`config.mk`:
```
export PLATFORM = sky130hd
export DESIGN_NAME = mem_arbiter
export DESIGN_NICKNAME = d
export VERILOG_FILES = /design/src/rtl/mem_arbiter_pkg.sv /design/src/rtl/mem_arbiter.sv
export SDC_FILE = /design/constraint.sdc
export NUM_CORES = 1
export LEC_CHECK = 0
export BUFFER_PORTS_ARGS = -buffer_cell sky130_fd_sc_hd__buf_2
export CAP_MARGIN = 20
export CORE_AREA = 2 2 87 89
export CTS_BUF_LIST = sky130_fd_sc_hd__clkbuf_4 sky130_fd_sc_hd__clkbuf_8 sky130_fd_sc_hd__clkbuf_16
export CTS_CLUSTER_DIAMETER = 50
export CTS_CLUSTER_SIZE = 30
export DETAILED_ROUTE_END_ITERATION = 10
export DIE_AREA = 0 0 89 91
export PLACE_DENSITY = 0.82
export SYNTH_ARGS = -nofsm -noshare
export SYNTH_HDL_FRONTEND = slang
export SYNTH_SLANG_ARGS = --single-unit
```
`constraint.sdc`:
```
create_clock -name Clk -period 3.1 [get_ports Clk]
set_clock_uncertainty 0.2 [all_clocks]
set_input_delay 0.31 -clock Clk [delete_from_list [all_inputs] [get_ports Clk]]
set_output_delay 0.31 -clock Clk [all_outputs]
set_load 0.05 [all_outputs]
```
`src/rtl/mem_arbiter_pkg.sv`:
```
// Shared definitions for the SRAM arbiter: FSM state encoding, reset
// instruction word and SRAM strobe polarity.
package mem_arbiter_pkg;

    typedef enum logic [2:0] {
        ST_IDLE  = 3'd0,
        ST_D_RD  = 3'd1,
        ST_D_WR  = 3'd2,
        ST_D_REC = 3'd3,
        ST_I_RD  = 3'd4,
        ST_ADV   = 3'd5
    } arbState_t;

    localparam logic [15:0] NOP_INSTR = 16'h0800;

    // SRAM strobes are active-low
    localparam logic RAM_ON  = 1'b0;
    localparam logic RAM_OFF = 1'b1;

    function automatic int maxOf(input int a, input int b);
        return (a > b) ? a : b;
    endfunction

endpackage

```
`src/rtl/mem_arbiter.sv`:
```
// Arbitrates the single external SRAM between the MEM stage and instruction
// fetch; one pipeline step is [data access] -> fetch -> advance.
module mem_arbiter
    import mem_arbiter_pkg::*;
#(
    parameter int          RD_CYC = 2,
    parameter int          WR_CYC = 2,
    parameter logic [15:0] NOP    = NOP_INSTR
) (
    input  logic        Clk,
    input  logic        Rst,
    input  logic [15:0] IfAddr,
    input  logic        MemRead,
    input  logic        MemWrite,
    input  logic [15:0] MemAddr,
    input  logic [15:0] MemDataIn,
    output logic [15:0] IfData,
    output logic        IfValid,
    output logic [15:0] MemDataOut,
    output logic        MemDone,
    output logic        Stall,
    output logic [15:0] RamAddr,
    output logic [15:0] RamDataOut,
    output logic        RamDataDrv,
    input  logic [15:0] RamDataIn,
    output logic        RamOE_n,
    output logic        RamWE_n
);

    localparam int CNT_W = $clog2(maxOf(RD_CYC, WR_CYC) + 1);
    localparam logic [CNT_W-1:0] RD_LOAD  = CNT_W'(RD_CYC - 1);
    localparam logic [CNT_W-1:0] WR_LOAD  = CNT_W'(WR_CYC - 1);
    localparam logic [CNT_W-1:0] CNT_ZERO = CNT_W'(0);
    localparam logic [CNT_W-1:0] CNT_ONE  = CNT_W'(1);

    arbState_t        state_r;
    logic [CNT_W-1:0] cnt_r;
    logic             served_r;

    // Step sequencer; every SRAM strobe and pipeline handshake is a register
    always_ff @(posedge Clk or posedge Rst) begin
        if (Rst) begin
            state_r    <= ST_IDLE;
            cnt_r      <= CNT_ZERO;
            served_r   <= 1'b0;
            IfData     <= NOP;
            IfValid    <= 1'b0;
            MemDataOut <= 16'h0000;
            MemDone    <= 1'b0;
            Stall      <= 1'b1;
            RamAddr    <= 16'h0000;
            RamDataOut <= 16'h0000;
            RamDataDrv <= 1'b0;
            RamOE_n    <= RAM_OFF;
            RamWE_n    <= RAM_OFF;
        end else begin
            MemDone <= 1'b0;
            case (state_r)
                ST_IDLE: begin
                    // A simultaneous read and write resolves to the write
                    if ((MemWrite | MemRead) & ~served_r) begin
                        RamAddr <= MemAddr;
                        if (MemWrite) begin
                            state_r    <= ST_D_WR;
                            cnt_r      <= WR_LOAD;
                            RamDataOut <= MemDataIn;
                            RamDataDrv <= 1'b1;
                            RamWE_n    <= RAM_ON;
                        end else begin
                            state_r <= ST_D_RD;
                            cnt_r   <= RD_LOAD;
                            RamOE_n <= RAM_ON;
                        end
                    end else begin
                        state_r <= ST_I_RD;
                        cnt_r   <= RD_LOAD;
                        RamAddr <= IfAddr;
                        RamOE_n <= RAM_ON;
                    end
                end
                ST_D_RD: begin
                    if (cnt_r == CNT_ZERO) begin
                        MemDataOut <= RamDataIn;
                        MemDone    <= 1'b1;
                        served_r   <= 1'b1;
                        state_r    <= ST_I_RD;
                        cnt_r      <= RD_LOAD;
                        RamAddr    <= IfAddr;
                    end else begin
                        cnt_r <= cnt_r - CNT_ONE;
                    end
                end
                ST_D_WR: begin
                    RamDataOut <= MemDataIn;
                    if (cnt_r == CNT_ZERO) begin
                        RamWE_n <= RAM_OFF;
                        MemDone <= 1'b1;
                        state_r <= ST_D_REC;
                    end else begin
                        cnt_r <= cnt_r - CNT_ONE;
                    end
                end
                ST_D_REC: begin
                    // Data was held through the WE_n rising edge; release the bus now
                    served_r   <= 1'b1;
                    RamDataDrv <= 1'b0;
                    RamAddr    <= IfAddr;
                    RamOE_n    <= RAM_ON;
                    cnt_r      <= RD_LOAD;
                    state_r    <= ST_I_RD;
                end
                ST_I_RD: begin
                    if (cnt_r == CNT_ZERO) begin
                        IfData  <= RamDataIn;
                        RamOE_n <= RAM_OFF;
                        IfValid <= 1'b1;
                        Stall   <= 1'b0;
                        state_r <= ST_ADV;
                    end else begin
                        cnt_r <= cnt_r - CNT_ONE;
                    end
                end
                ST_ADV: begin
                    IfValid  <= 1'b0;
                    Stall    <= 1'b1;
                    served_r <= 1'b0;
                    state_r  <= ST_IDLE;
                end
                default: begin
                    state_r    <= ST_IDLE;
                    cnt_r      <= CNT_ZERO;
                    served_r   <= 1'b0;
                    IfValid    <= 1'b0;
                    Stall      <= 1'b1;
                    RamDataDrv <= 1'b0;
                    RamOE_n    <= RAM_OFF;
                    RamWE_n    <= RAM_OFF;
                end
            endcase
        end
    end

endmodule
```
# After elaboration in Yosys (flattened, before gate mapping)
# Cells that the tools add are included.
totals:
  inputBits: 68
  register_bits: 76
  output_inout_bits: 70
  word_cells: 89
op_classes:
  add_sub_neg: 1
  n_mux: 31
  eq_ne: 12
  reduce_logical: 23
  bitwise_logic: 9
op_table:
  columns: ["operator", "n"]
  rows:
  - ["16-bit two-way mux", 4]
  - ["16-bit case mux with 3 select lines", 1]
  - ["16-bit case mux with 2 select lines", 1]
  - ["3-bit case mux with 5 select lines", 1]
  - ["3-bit two-way mux", 4]
  - ["2-bit inequality test (second input constant)", 6]
  - ["2-bit AND reduction", 6]
  - ["3-bit AND reduction", 4]
  - ["4-bit OR reduction", 3]
  - ["1-bit two-way mux", 10]
  - ["2-bit case mux with 4 select lines", 1]
  - ["1-bit inverter", 7]
  - ["3-bit by 2-bit == test with 1-bit output (second input constant)", 2]
  - ["3-bit == test (second input constant)", 2]
  - ["2-bit two-way mux", 3]
  - ["1-bit case mux with 2 select lines", 3]
  - ["1-bit case mux with 3 select lines", 2]
  - ["2-bit OR reduction", 3]
  - ["3-bit OR reduction", 2]
  - ["1-bit case mux with 4 select lines", 1]
  - ["4-bit AND reduction", 1]
  - ["3-bit by 1-bit == test with 1-bit output (second input constant)", 1]
  - ["3-bit logical NOT", 1]
  - ["3-bit inequality test (second input constant)", 1]
  - ["6 further kinds", 6]

# Logic depth before layout (Yosys ltp)
logic_depth:
  word_depth: 4
  ltp_mapped: 8

# Worst setup path before layout
# No wires, ideal clock.
synth_path:
  kind: "reg-to-reg"
  from: "register cnt_r[0]"
  to: "register MemDataOut[0]"
  slack_ns: 1.096
  path_stages_with_launch: 7
  required_time_ns: 2.775
  period_less_slack_ns: 2.004
  t_arrival_ns: 1.679
  cell_sequence: "dfrtp_1 inv_1 ha_1 nand2b_1 nor2_2 buf_2 mux2_2"
synth_via:
  elab_chain_cells: 2
synth_lines:
  columns: ["element", "line_no", "source"]
  rows:
  - ["from (decl)", "mem_arbiter.sv:37", "logic [CNT_W-1:0] cnt_r;"]
  - ["from (signal assigned)", "mem_arbiter.sv:90", "cnt_r <= cnt_r - CNT_ONE;"]
  - ["from (signal assigned)", "mem_arbiter.sv:100", "cnt_r <= cnt_r - CNT_ONE;"]
  - ["from (signal assigned)", "mem_arbiter.sv:120", "cnt_r <= cnt_r - CNT_ONE;"]
  - ["2-bit logical NOT", "mem_arbiter.sv:82", "if (cnt_r == CNT_ZERO) begin"]
  - ["2-bit AND reduction (no line)", null, null]
  - ["to (signal assigned)", "mem_arbiter.sv:83", "MemDataOut <= RamDataIn;"]
  - ["to (decl)", "mem_arbiter.sv:19", "output logic [15:0] MemDataOut,"]
# No other way between the ends.
# A chain may end at the register's enable or synchronous reset.

# Final worst setup path
layout_path:
  from: "register cnt_r[0]"
  to: "register RamAddr[0]"
layout_via:
  elab_chain_cells: 3
layout_lines:
  columns: ["element", "line_no", "source"]
  rows:
  - ["2-bit logical NOT", "mem_arbiter.sv:82", null]
  - ["2-bit inequality test (no line)", null, null]
  - ["2-bit AND reduction (no line)", null, null]
  - ["to (signal assigned)", "mem_arbiter.sv:77", "RamAddr <= IfAddr;"]
  - ["to (signal assigned)", "mem_arbiter.sv:88", "RamAddr <= IfAddr;"]
  - ["to (signal assigned)", "mem_arbiter.sv:107", "RamAddr <= IfAddr;"]
  - ["to (decl)", "mem_arbiter.sv:22", "output logic [15:0] RamAddr,"]
# No other way between the ends.

==> results.md <==
- The number of storage elements in the synthesis netlist is 76.
- After detailed routing, the average wire length per cell comes to 15.77 µm.
- At the worst endpoint, the required time is 3.16 ns.
- The number of cells in the finished layout apart from fillers is 536.
- The final-report hold violation count is 0.
- Of all flip-flops after synthesis, the portion carrying an async set or reset was 100.0%.
- The worst path setup slack after routing is 0.7745 ns.
- Setup repair after global routing left no endpoint under its margin.
- The part of the cycle the worst path needs is 75.02%.
- Grouping stages by cell kind, the critical path spends the most delay in simple AND/OR/NAND/NOR gates.
- The clock transition at the register clock pins on the worst setup and hold paths after CTS is 0.08 ns.
- The length of the first detailed-routing pass in iterations is 4.
- After global routing the overflow that remains totals 0.
- The worst hold path was traced through 2 stages.
- The total buffers and inverters traversed by the critical path is 1.
- Post-CTS repair changed the size of 0 cells.
- The buffer levels on the longest clock path is 2.
- The pin count of the biggest net entering global routing is 45.
- In this run the most critical hold path is launched from MemDataIn[13].
- The via count of the first global-routing pass is 2952.
- The worst hold path belongs to the class in -> reg.
- The global-route wire length before repair is 13.61 mm.
- When the netlist entered floorplanning its net count stood at 344.
- The kind of start point of the critical path is a register.
- Counting cells, the worst reg-to-reg path comes to 5.
- The worst register-to-register path begins at cnt_r[0].
- Fill cells in the final layout number 594.
- The post-synthesis sequential area ratio is 56.87%.
- The commonest non-fill, non-tap cell in the layout is sky130_fd_sc_hd__buf_2.
- The critical path data arrival time is 2.39 ns.
- The layout cell share with drive strength beyond 1 is 50.34%.
- The worst setup path is captured at a register.
- The leading register cell type out of synthesis is sky130_fd_sc_hd__dfrtp_1.
- The class of the most critical setup path is reg -> reg.
- The count of routing violations after the opening detailed-route iteration is 115.
- The max-slew violation count was 0.
- The die covers 8099 µm².
- The TritonCTS buffer count is 9.
- The cell count after synthesis is 274.
- The fraction of met3 tracks used by global routing is 6.091%.
- The total global routing track utilization is 21.59%.
- The clock tree from TritonCTS is yes.
- Once the floorplan was initialized, standard cells occupied 46.98% of the core.
- The diode insertion count for antenna repair is 0.
- Across the whole layout, storage elements account for 1907 µm².
- The clock root buffer master is sky130_fd_sc_hd__clkbuf_8.
- At the end of the flow, the number of nets in the layout was 502.
- The insertion delay of the later-clocked pin in the worst-skew pair is 0.34 ns.
- The maximum clock rate is 430.0 MHz.
- The vias per cell is 5.369.
- The number of maximum-capacitance constraint violations is 0.
- For this run, global-route usage on met1 was measured as 24.96%.
- The synthesis warning total is 0.
- The area of the mapped netlist is 3353 µm².
- The endpoint identified for the worst register-to-register timing path is RamAddr[0].
- The post-detailed-routing wire length is 8.455 mm.
- For this run, design rule violations remaining after detail routing come to 0.
- Routability-driven placement finished with a final weighted congestion of 0.8304.
- Counting flops with a built-in enable in the synthesized netlist gives 0.
- The horizontal die dimension is 89 µm.
- From bottom edge to top edge, the die measures 91 µm.
- At the pin with the least slew margin, the transition time is 0.8043 ns.
- The area of the core is 7137 µm².
- Once detail routing completed, the nets flagged for antenna violations numbered 0.
- Compared with the post-synthesis result, the final layout area differs by 36.57%.
- The internal reg-to-reg setup slack is 0.77 ns.
- Sorting the synthesized cells by area gives the leading types as sky130_fd_sc_hd__dfrtp_1 54%, sky130_fd_sc_hd__mux2_2 16%, sky130_fd_sc_hd__a31oi_1 6.0%, sky130_fd_sc_hd__dfstp_2 3.1%, sky130_fd_sc_hd__o21ai_0 2.7%.
- Walking the worst path, the cells encountered are inv_1 -> ha_1 -> or3b_1 -> and3_4 -> a31oi_1.
- The share of synthesized area in the top cell type comes to 53.73%.
- For this run, global-route usage on met2 was measured as 37.31%.
- The final route contains 2878 vias.
- Along the worst path, the maximum fanout reaches 17.
- The path with the worst hold slack has its endpoint at RamDataOut[13].
- The multi-input combinational cell area is 1299 µm².
- The half-perimeter wire length of the detailed placement result is 5.744 mm.
- The flow ran to the end, and the final reports show no timing, DRC or antenna violations.
- The total number of clock tree sinks is 76.
- The average cell area after synthesis is 12.24 µm².
- The number of antenna violations at the first check in global routing is 0.
- The largest single stage delay on the critical path is 0.65 ns.
- After routing, the total negative slack on setup checks comes to 0 ns.
- During I/O placement, the number of pins put on the boundary was 138.
- The top cell types in the final layout, fill and taps aside, are 137 x sky130_fd_sc_hd__buf_2, 72 x sky130_fd_sc_hd__dfrtp_1, 47 x sky130_fd_sc_hd__mux2_2, 32 x sky130_fd_sc_hd__a31oi_1, 26 x sky130_fd_sc_hd__dlygate4sd3_1.
- The maximum level of the CTS H-tree is 3.
- Yosys mapped the design onto 43 distinct sky130hd cell types.
- The number of standard-cell rows in the floorplan is 31.
- Before CTS, the worst setup slack after placement is 0.7964 ns.
- The total placed cells including tap cells is 494.
- The relative slew slack is 46.37%.
- The slowest cell on the critical path is sky130_fd_sc_hd__or3b_1.
- met2 is the most crowded layer.
- In this run the tool buffered the top-level ports with 137 buffer cells.
- Subtracting the final worst setup slack from the clock period gives 2.326 ns.
- Setup violations remaining at the end of the flow were counted as 0.
- The cell type with the largest total area after synthesis is sky130_fd_sc_hd__dfrtp_1.
==> layer usage <==
| metal | wire (µm) | vias to the layer above |
|---|---|---|
| met3 | 660 | 17 |
| met5 | 0 | - |
| met4 | 195 | 0 |
| li1 | - | 1314 |
| met1 | 3189 | 1424 |
| met2 | 4410 | 123 |
==> what timing repair did <==
item                       4_1_cts  5_1_grt
setup endpoints to repair        0        0
buffers inserted                 0        0
hold buffers                    26        0
hold endpoints to repair        59        0
==> state kept, by name, indices dropped and copies added, names as in the netlist, 2 cells and up <==
signal      count
state_r         3
RamDataOut     16
cnt_r           2
MemDataOut     16
IfData         16
RamAddr        16
==> worst max path at each step <==
stage                        start    endpoint  cells after the start
after floorplan                Rst   IfData[0]                      1
after global placement    cnt_r[0]  RamAddr[0]                      5
after detailed placement  cnt_r[0]  RamAddr[0]                      5
after CTS                 cnt_r[0]  RamAddr[0]                      5
after global routing      cnt_r[0]  RamAddr[0]                      5
final                     cnt_r[0]  RamAddr[0]                      5
==> stage by stage <==
step	cell area (µm²)	util, %	hold WS (ns)
after detailed placement	4103	57.49	0.2669
after global routing	4579	64.17	0.0001240
final	4579	64.17	0.01750
after global placement	4103	57.49	0.2545
after CTS	4579	64.17	0.0001424
after floorplan	3353	-	0.2447
==> synth_stat cells, types with 2 or more instances <==
| cell | number |
|---|---|
| sky130_fd_sc_hd__inv_1 | 6 |
| sky130_fd_sc_hd__nor2_1 | 9 |
| sky130_fd_sc_hd__nor2b_1 | 4 |
| sky130_fd_sc_hd__nand2_1 | 3 |
| sky130_fd_sc_hd__a31oi_1 | 32 |
| sky130_fd_sc_hd__buf_2 | 4 |
| sky130_fd_sc_hd__a21o_1 | 3 |
| sky130_fd_sc_hd__buf_6 | 4 |
| sky130_fd_sc_hd__a221oi_1 | 2 |
| sky130_fd_sc_hd__nand2b_1 | 4 |
| sky130_fd_sc_hd__dfrtp_1 | 72 |
| sky130_fd_sc_hd__o21ai_0 | 18 |
| sky130_fd_sc_hd__o31ai_1 | 2 |
| sky130_fd_sc_hd__mux2_2 | 47 |
| sky130_fd_sc_hd__nand3_1 | 17 |
| sky130_fd_sc_hd__ha_1 | 2 |
| sky130_fd_sc_hd__a21oi_1 | 4 |
| sky130_fd_sc_hd__dfstp_2 | 4 |
| sky130_fd_sc_hd__clkbuf_1 | 13 |
==> logic make-up after synthesis <==
family,synth area share [%]
buf+inv,4.403
compound gates,13.36
xor+xnor,0.2612
simple gates,7.948
flops,56.87
mux,16.42
fa+ha+maj,0.7461
==> cell type report <==
class | count | area share (%)
inverter | 6 | 0.4918
multi-input combinational | 169 | 28.36
tap | 99 | 2.705
sequential | 76 | 41.64
clock buffer | 13 | 3.771
timing repair buffer | 170 | 22.08
clock inverter | 3 | 0.9563
Power is not shown: default switching activity piles up to over one toggle a cycle in this logic, so the estimate is an artifact.
